[src/rtl/pifo_pkg.sv]
// pifo_pkg: shared definitions for the PIFO and its enqueue-side rank stage.
//   - default sizing constants and the width derivations built on them
//   - PifoEntry: {data, prio} entry as stored by the PIFO
//   - sat_add:   unsigned add clipped to a ceiling (ranks must never wrap)
package pifo_pkg;

  localparam int unsigned NUM_FLOWS_DEF    = 16;
  localparam int unsigned MAX_PRIORITY_DEF = 256;
  localparam int unsigned DATA_WIDTH_DEF   = 8;
  localparam int unsigned LEN_WIDTH_DEF    = 8;
  localparam int unsigned FLOW_WIDTH_DEF   = $clog2(NUM_FLOWS_DEF);
  localparam int unsigned PRIO_WIDTH_DEF   = $clog2(MAX_PRIORITY_DEF);

  typedef struct packed {
    logic [DATA_WIDTH_DEF-1:0] data;
    logic [PRIO_WIDTH_DEF-1:0] prio;
  } PifoEntry;

  // Sum is formed one bit wider than the operands so the clip is exact.
  function automatic logic [31:0] sat_add(input logic [31:0] a,
                                          input logic [31:0] b,
                                          input logic [31:0] max_v);
    logic [32:0] s;
    s = {1'b0, a} + {1'b0, b};
    return (s >= {1'b0, max_v}) ? max_v : s[31:0];
  endfunction

endpackage

[src/rtl/pifo_flow_table.sv]
// pifo_flow_table: DEPTH x WIDTH per-flow register array.
// Ports:
//   clk      - clock
//   clear_i  - synchronous clear of every entry (active high)
//   raddr_i  - combinational read address; out-of-range reads return 0
//   rdata_o  - read data
//   we_i     - synchronous write enable; out-of-range writes are dropped
//   waddr_i  - write address
//   wdata_i  - write data
module pifo_flow_table #(
  parameter  int unsigned DEPTH = 16,
  parameter  int unsigned WIDTH = 8,
  localparam int unsigned AW    = (DEPTH > 1) ? $clog2(DEPTH) : 1
) (
  input  logic             clk,
  input  logic             clear_i,
  input  logic [AW-1:0]    raddr_i,
  output logic [WIDTH-1:0] rdata_o,
  input  logic             we_i,
  input  logic [AW-1:0]    waddr_i,
  input  logic [WIDTH-1:0] wdata_i
);

  logic [WIDTH-1:0] mem_q [DEPTH];
  logic             rd_ok;
  logic             wr_ok;

  assign rd_ok   = ({1'b0, raddr_i} < (AW+1)'(DEPTH));
  assign wr_ok   = ({1'b0, waddr_i} < (AW+1)'(DEPTH));
  assign rdata_o = rd_ok ? mem_q[raddr_i] : '0;

  always_ff @(posedge clk) begin
    if (clear_i) begin
      for (int unsigned i = 0; i < DEPTH; i++) begin
        mem_q[i[AW-1:0]] <= '0;
      end
    end else if (we_i && wr_ok) begin
      mem_q[waddr_i] <= wdata_i;
    end
  end

endmodule

[src/rtl/pifo_stfq_rank.sv]
// pifo_stfq_rank: Start-Time Fair Queueing rank stage in front of the PIFO.
//   rank = max(vtime, finish[flow]); finish[flow] <= sat(rank + len).
//   vtime follows the rank of each packet popped from the PIFO.
// Ports:
//   clk, reset               - clock, synchronous active-high reset
//   i__pkt_*/o__pkt_ready    - upstream packet valid/ready
//   o__data_out_*            - ranked {data, prio} towards PIFO enqueue
//   i__data_out_ready        - PIFO enqueue ready
//   i__deq_valid/_priority   - PIFO pop notification and popped rank
//   i__clear_all             - flush table, vtime and output register
// Optional macro PIFO_STFQ_WEIGHT_EN adds a per-flow length shift table
// written through i__cfg_valid/i__cfg_flow_id/i__cfg_wshift.
module pifo_stfq_rank
  import pifo_pkg::*;
#(
  parameter  int unsigned NUM_FLOWS    = NUM_FLOWS_DEF,
  parameter  int unsigned MAX_PRIORITY = MAX_PRIORITY_DEF,
  parameter  int unsigned DATA_WIDTH   = DATA_WIDTH_DEF,
  parameter  int unsigned LEN_WIDTH    = LEN_WIDTH_DEF,
  localparam int unsigned FLOW_WIDTH   = $clog2(NUM_FLOWS),
  localparam int unsigned PRIO_WIDTH   = $clog2(MAX_PRIORITY)
) (
  input  logic                  clk,
  input  logic                  reset,
  input  logic                  i__pkt_valid,
  input  logic [FLOW_WIDTH-1:0] i__pkt_flow_id,
  input  logic [LEN_WIDTH-1:0]  i__pkt_len,
  input  logic [DATA_WIDTH-1:0] i__pkt_data,
  output logic                  o__pkt_ready,
  output logic                  o__data_out_valid,
  output logic [PRIO_WIDTH-1:0] o__data_out_priority,
  output logic [DATA_WIDTH-1:0] o__data_out,
  input  logic                  i__data_out_ready,
  input  logic                  i__deq_valid,
  input  logic [PRIO_WIDTH-1:0] i__deq_priority,
`ifdef PIFO_STFQ_WEIGHT_EN
  input  logic                  i__cfg_valid,
  input  logic [FLOW_WIDTH-1:0] i__cfg_flow_id,
  input  logic [2:0]            i__cfg_wshift,
`endif
  input  logic                  i__clear_all
);

  logic                  valid_q, valid_d;
  logic [PRIO_WIDTH-1:0] prio_q, prio_d;
  logic [DATA_WIDTH-1:0] data_q, data_d;
  logic [PRIO_WIDTH-1:0] vtime_q, vtime_d;

  logic                  accept;
  logic                  flush;
  logic [PRIO_WIDTH-1:0] fin_rd;
  logic [PRIO_WIDTH-1:0] start;
  logic [PRIO_WIDTH-1:0] fin;
  logic [LEN_WIDTH-1:0]  len_eff;

  assign flush        = reset | i__clear_all;
  assign o__pkt_ready = (~valid_q | i__data_out_ready) & ~reset;
  assign accept       = i__pkt_valid & o__pkt_ready;

  // Out-of-range flows read 0 and never write, so their rank is vtime.
  pifo_flow_table #(
    .DEPTH (NUM_FLOWS),
    .WIDTH (PRIO_WIDTH)
  ) u_finish (
    .clk     (clk),
    .clear_i (flush),
    .raddr_i (i__pkt_flow_id),
    .rdata_o (fin_rd),
    .we_i    (accept & ~i__clear_all),
    .waddr_i (i__pkt_flow_id),
    .wdata_i (fin)
  );

`ifdef PIFO_STFQ_WEIGHT_EN
  logic [2:0] wshift_rd;

  // Same-cycle config write lands on the edge, so the packet sees the old shift.
  pifo_flow_table #(
    .DEPTH (NUM_FLOWS),
    .WIDTH (3)
  ) u_wshift (
    .clk     (clk),
    .clear_i (flush),
    .raddr_i (i__pkt_flow_id),
    .rdata_o (wshift_rd),
    .we_i    (i__cfg_valid & ~i__clear_all),
    .waddr_i (i__cfg_flow_id),
    .wdata_i (i__cfg_wshift)
  );

  assign len_eff = i__pkt_len >> wshift_rd;
`else
  assign len_eff = i__pkt_len;
`endif

  always_comb begin
    start = (vtime_q > fin_rd) ? vtime_q : fin_rd;
    fin   = PRIO_WIDTH'(sat_add(32'(start), 32'(len_eff), 32'(MAX_PRIORITY - 1)));
  end

  always_comb begin
    valid_d = valid_q;
    prio_d  = prio_q;
    data_d  = data_q;
    vtime_d = vtime_q;
    if (accept) begin
      valid_d = 1'b1;
      prio_d  = start;
      data_d  = i__pkt_data;
    end else if (i__data_out_ready) begin
      valid_d = 1'b0;
    end
    if (i__deq_valid && (i__deq_priority > vtime_q)) begin
      vtime_d = i__deq_priority;
    end
  end

  always_ff @(posedge clk) begin
    if (flush) begin
      valid_q <= 1'b0;
      prio_q  <= '0;
      data_q  <= '0;
      vtime_q <= '0;
    end else begin
      valid_q <= valid_d;
      prio_q  <= prio_d;
      data_q  <= data_d;
      vtime_q <= vtime_d;
    end
  end

  assign o__data_out_valid    = valid_q;
  assign o__data_out_priority = prio_q;
  assign o__data_out          = data_q;

endmodule
[config.mk]
export PLATFORM = sky130hd
export DESIGN_NAME = pifo_stfq_rank
export DESIGN_NICKNAME = d
export VERILOG_FILES = /design/src/rtl/pifo_pkg.sv /design/src/rtl/pifo_flow_table.sv /design/src/rtl/pifo_stfq_rank.sv
export SDC_FILE = /design/constraint.sdc
export NUM_CORES = 1
export LEC_CHECK = 0
export BUFFER_PORTS_ARGS = -buffer_cell sky130_fd_sc_hd__buf_2
export CORE_MARGIN = 1.5
export CORE_UTILIZATION = 50
export DETAILED_ROUTE_END_ITERATION = 6
export PLACE_DENSITY = 0.8
export SKIP_LAST_GASP = 1
export SYNTH_ARGS = -nofsm -noshare
export SYNTH_HDL_FRONTEND = slang
export SYNTH_SLANG_ARGS = --single-unit
[constraint.sdc]
create_clock -name clk -period 5.67 [get_ports clk]
set_input_delay 0.8505 -clock clk [delete_from_list [all_inputs] [get_ports clk]]
set_output_delay 0.8505 -clock clk [all_outputs]
set_load 0.01 [all_outputs]
* After elaboration in Yosys (flattened, before gate mapping)
Memory sizes are Yosys's and may differ from the RTL's.
Index checks and enable logic that the tools add are counted.
** Word-level totals
- Output and inout bits :: 18
- Memories kept :: 1
- Bits in registers :: 25
- Bits in writable memories :: 128
- Input bits :: 34
- Logic and storage cells :: 32
** Cells by class
- Mux-type cells :: 12
- $add $sub $neg :: 1
- Reduce and logical (&&, ||, !) cells :: 3
- Bitwise gates (word level) :: 8
- $lt $le $gt $ge :: 3
** Memory list
- u_finish.mem_q :: words 16, bits a word 8, read ports 1, clocked after memory_dff 0, write ports 16, RTL line pifo_flow_table.sv:24 : logic [WIDTH-1:0] mem_q [DEPTH];
** Operators with widths (number)
- 8-bit 2-to-1 mux :: 3
- 8-bit > comparator :: 2
- 8-bit by 8-bit adder with 9-bit output :: 1
- 9-bit by 8-bit >= comparator with 1-bit output (second input constant) :: 1
- 1-bit 2-to-1 mux :: 8
- 8-bit OR reduction :: 1
- 4-bit 2-to-1 mux :: 1
- 1-bit bitwise AND :: 3
- 1-bit NOT :: 3
- 1-bit bitwise OR :: 2
- 2-bit nonzero test :: 1
- 1-bit logical AND :: 1

* Logic depth before layout (Yosys ltp)
- Depth in word-level cells :: 10
- Mapped depth :: 21
- Depth with buffers taken out :: 18

* Cells and area by module
From an unflattened synthesis, not the netlist that was laid out.
** Unflattened totals
- Cell total of the unflattened synthesis :: 605
- Area total of the unflattened synthesis :: 7724.9 µm²
** By module, submodules not included
- pifo_flow_table :: area an instance 5861.9 µm², instances 1, sequential area each 3843.7 µm², cells an instance 375
- pifo_stfq_rank :: area an instance 1863.0 µm², instances 1, sequential area each 500.5 µm², cells an instance 230

* Worst setup path before layout
Ideal clock, no wire load.
- Path kind :: input to register
- Start point :: input port i__pkt_flow_id[0]
- End point :: memory u_finish.mem_q[13][4], data pin
- Data arrival time :: 5.052 ns
- Setup time :: 0.264 ns
- Path slack :: 0.354 ns
- Stages on the path :: 20
- Path buffers :: 3
- Required time :: 5.406 ns
- Cells stage by stage :: buf_4 buf_2 mux4_2 a22oi_1 nand2_1 inv_1 ha_1 and3_1 and3_1 nor2_2 mux2_2 ha_1 inv_1 fa_1 and3b_1 or2_1 a211o_1 a221oi_4 buf_6 nor2_1
** RTL lines
- start, declared :: RTL line pifo_stfq_rank.sv:26 : input logic [FLOW_WIDTH-1:0] i__pkt_flow_id,
- end, declared :: RTL line pifo_flow_table.sv:24

==> results by group <==
CTS
  • CTS hold repair buffers: 0
  • Clock sinks: 153
  • CTS Buf Count: 17
  • Worst skew pair latency: 0.43 ns
  • Clk buf depth: 2
  • Clock slew at reported path FFs: 0.06 ns
  • H-tree levels: 4
  • CTS tree: done
  • Root buffer cell: clkbuf_16

Run status
  • Run status: finished, final reports clean

Floorplan
  • Core Area: 14,600 sq um
  • Die height: 126 um
  • Die ar.: 15,800 sq um
  • IO Pins: 52
  • Row cnt: 44
  • Initial Util: 51.4%
  • Die W: 126 um

Critical path
  • Startpoint types: primary input
  • CP arrival: 5.45 ns
  • Highest-delay cell along the critical path: mux4_2
  • Worst Path Max Fanout: 22
  • CP peak stage delay: 0.51 ns
  • Delay-heaviest family, CP: compound AO/OA/AOI/OAI gates
  • Crit Path Category: primary input to flop
  • Worst-path cell chain: buf_2 > buf_12 > mux4_2 > a22oi_1 > nand2_1 > inv_1 > ha_1 > and3_1 > a221o_1 > a21oi_1 > nor2_2 > mux2_2 > ha_1 > inv_1 > fa_1 > and3b_1 > or2_1 > a211o_1 > a221oi_4 > buf_12 > nor2_1
  • Worst setup EP type: flop
  • Worst EP required: 5.84 ns
  • Sum of buffers and inverters on the critical path: 5

Power
  • Power Dens Cells: 337 nW/um^2
  • Pleak: 3.40 nW
  • Peak VDD IR: 0.263 mV

Global routing
  • Pin count of the biggest net entering global routing: 48
  • GRT overflow: 0
  • Vias in the first global route: 5,100
  • First-pass GRT wire length: 27,500 um
  • Total GRT Usage: 22.8%
  • Initial antenna violation count: 0

Placement
  • Placed cell count: 838
  • Gp weighted congestion: 0.848
  • DP HPWL: 12,100 um
  • Place WS: -0.0701 ns
  • Port bufs: 51

Yosys
  • Synth Register Bits: 153
  • Post-Syn Area: 7500 sq um
  • Synth warn: 0
  • Top-count cell post-synth: nor2_1
  • Post-synth top area cell: edfxtp_1
  • Top FF cell, synth: edfxtp_1
  • Post-synth top cells: nor2_1 (135), edfxtp_1 (128), nand2_1 (64)
  • Number of synthesized flops with an enable pin: 128
  • Synth top area cells: edfxtp_1 (51%), mux4_2 (9.6%), nor2_1 (6.8%), dfxtp_1 (6.7%), ha_1 (4.2%)
  • Cells after Synth: 623
  • Share of the synthesized area in the top cell type: 51.2%
  • Synth Area per Inst: 12.0 sq um
  • Post-Syn Nets: 683
  • Sequential share of the synthesized area: 57.9%
  • Post-synth ARST share: 0%
  • Post-synth cell types: 52

STA
  • Period utilisation layout: 93.2%
  • Period minus WS final: 5.28 ns
  • Worst-Margin Slew: 1.01 ns
  • Slew HR: 32.5%
  • Final hold violation count: 0
  • Setup violations, final: 0
  • RSZ-0062 raised after global routing: no
  • Final slew viol count: 0
  • Max Freq: 0.189 GHz
  • Clk_skew: 0.00792 ns
  • Worst Setup Slack, final: 0.387 ns

Cells and area
  • Proportion of layout cells with a drive suffix above 1: 21.3%
  • Area of the multi-input gates: 2900 sq um
  • Area Overhead vs Synth: 15.0%
  • Fillers: 1,134
  • Final non-filler cell total: 870
  • ANT cells: 0
  • Nets: 733
  • Sequential Area: 4340 sq um

Detailed routing
  • DRT iter0 DRCs: 577
  • Metal3 WL: 1490 um
  • Top sig layer: met4
  • DR pass1 iterations: 5
  • DRT met1 WL: 6980 um
  • Routed WL per cell: 19.7 um
  • Total number of vias: 5,240
  • Routed Antenna Nets: 0
  • Routed wl met2: 8230 um
  • DR vias/cell: 6.02
  • # DRC: 0
  • DRT Wirelength: 17,100 um

Job
  • Max cap viols: 0

Min path
  • Worst hold path type: flop to flop
## layout by cell type (no fill, tap or decap), drive strengths merged, types with 18 or more instances in the layout
cell,netlist,final
mux4,32,32
clkbuf,17,18
o21ai,19,19
ha,25,25
nand2,65,65
nand3,30,30
nor2,140,140
edfxtp,128,128
buf,21,68
inv,20,27
dfxtp,25,25
## per-layer routing
metal	up-vias	GRT usage (%)
met5	-	0
met4	0	8.09
met3	29	5.78
met2	306	36.6
met1	2532	30.2
li1	2373	-
## cell type report
type / count / share of cell area (%)
sequential: 153 / 50.3
inverter: 20 / 0.870
multi-input combinational: 412 / 33.6
clock buffer: 17 / 4.93
tap: 184 / 2.67
clock inverter: 15 / 1.59
timing repair buffer: 69 / 6.00
## kinds of logic (layout without fill, tap and decap cells)
kind of cell | count (synthesis) | in the layout | share of synthesized area (%)
flops | 153 | 153 | 57.9
mux | 42 | 42 | 11.1
simple gates | 262 | 262 | 15.3
fa+ha+maj | 26 | 26 | 4.43
compound gates | 79 | 79 | 7.34
buf+inv | 58 | 121 | 3.55
xor+xnor | 3 | 3 | 0.350
## final timing paths
kind	slack (ns)	depth (start not counted)	end	from
min reg2reg	0.46	2	o__data_out[4]$_SDFFE_PP0P_	o__data_out[4]$_SDFFE_PP0P_
min	0.46	2	o__data_out[4]$_SDFFE_PP0P_	o__data_out[4]$_SDFFE_PP0P_
max	0.39	21	u_finish.mem_q[13][4]$_SDFFCE_PN0P_	i__pkt_flow_id[0]
max reg2reg	0.82	19	u_finish.mem_q[13][4]$_SDFFCE_PN0P_	u_finish.mem_q[12][1]$_SDFFCE_PN0P_
## timing repair
action | in CTS | in global routing
setup buffers | 0 | 0
setup endpoints to repair | 0 | 1
gates resized for setup | 0 | 1
## metrics by stage
| stage | setup TNS, ns | total power (W) | hold WS, ns | area, sq um | utilization [%] |
|---|---|---|---|---|---|
| 2_1_floorplan | 0 | 0.00164 | 0.480 | 7500 | - |
| 3_3_place_gp | 0 | 0.00183 | 0.439 | 8070 | 55.3 |
| 3_5_place_dp | -1.04 | 0.00185 | 0.444 | 8070 | 55.3 |
| 4_1_cts | 0 | 0.00291 | 0.453 | 8630 | 59.2 |
| 5_1_grt | 0 | 0.00301 | 0.464 | 8630 | 59.2 |
| 6_report | 0 | 0.00291 | 0.459 | 8630 | 59.2 |
## power breakdown
part / internal (W) / total, W / leakage, nW / switching, W
Combinational: 0.000225 / 0.000553 / 1.51 / 0.000328
Clock: 0.000577 / 0.00107 / 0.267 / 0.000497
Sequential: 0.00126 / 0.00128 / 1.63 / 0.0000176
Total: 0.00206 / 0.00291 / 3.40 / 0.000842
## worst reg2reg max path, stage by stage (launching register included)
cell and delay, ns:
edfxtp_1 0.39, mux4_2 0.46, a22oi_1 0.32, nand2_1 0.18
inv_1 0.13, ha_1 0.24, and3_1 0.20, a221o_1 0.31
a21oi_1 0.22, nor2_2 0.14, mux2_2 0.30, ha_1 0.19
inv_1 0.07, fa_1 0.19, and3b_1 0.21, or2_1 0.23
a211o_1 0.30, a221oi_4 0.26, buf_12 0.18, nor2_1 0.05
## sequential cells by signal, indices dropped and copies added (netlist names)
register	flops
o__data_out	8
o__data_out_priority	8
o__data_out_valid	1
u_finish.mem_q	128
vtime_q	8
Power figures use the tool's default switching activity.
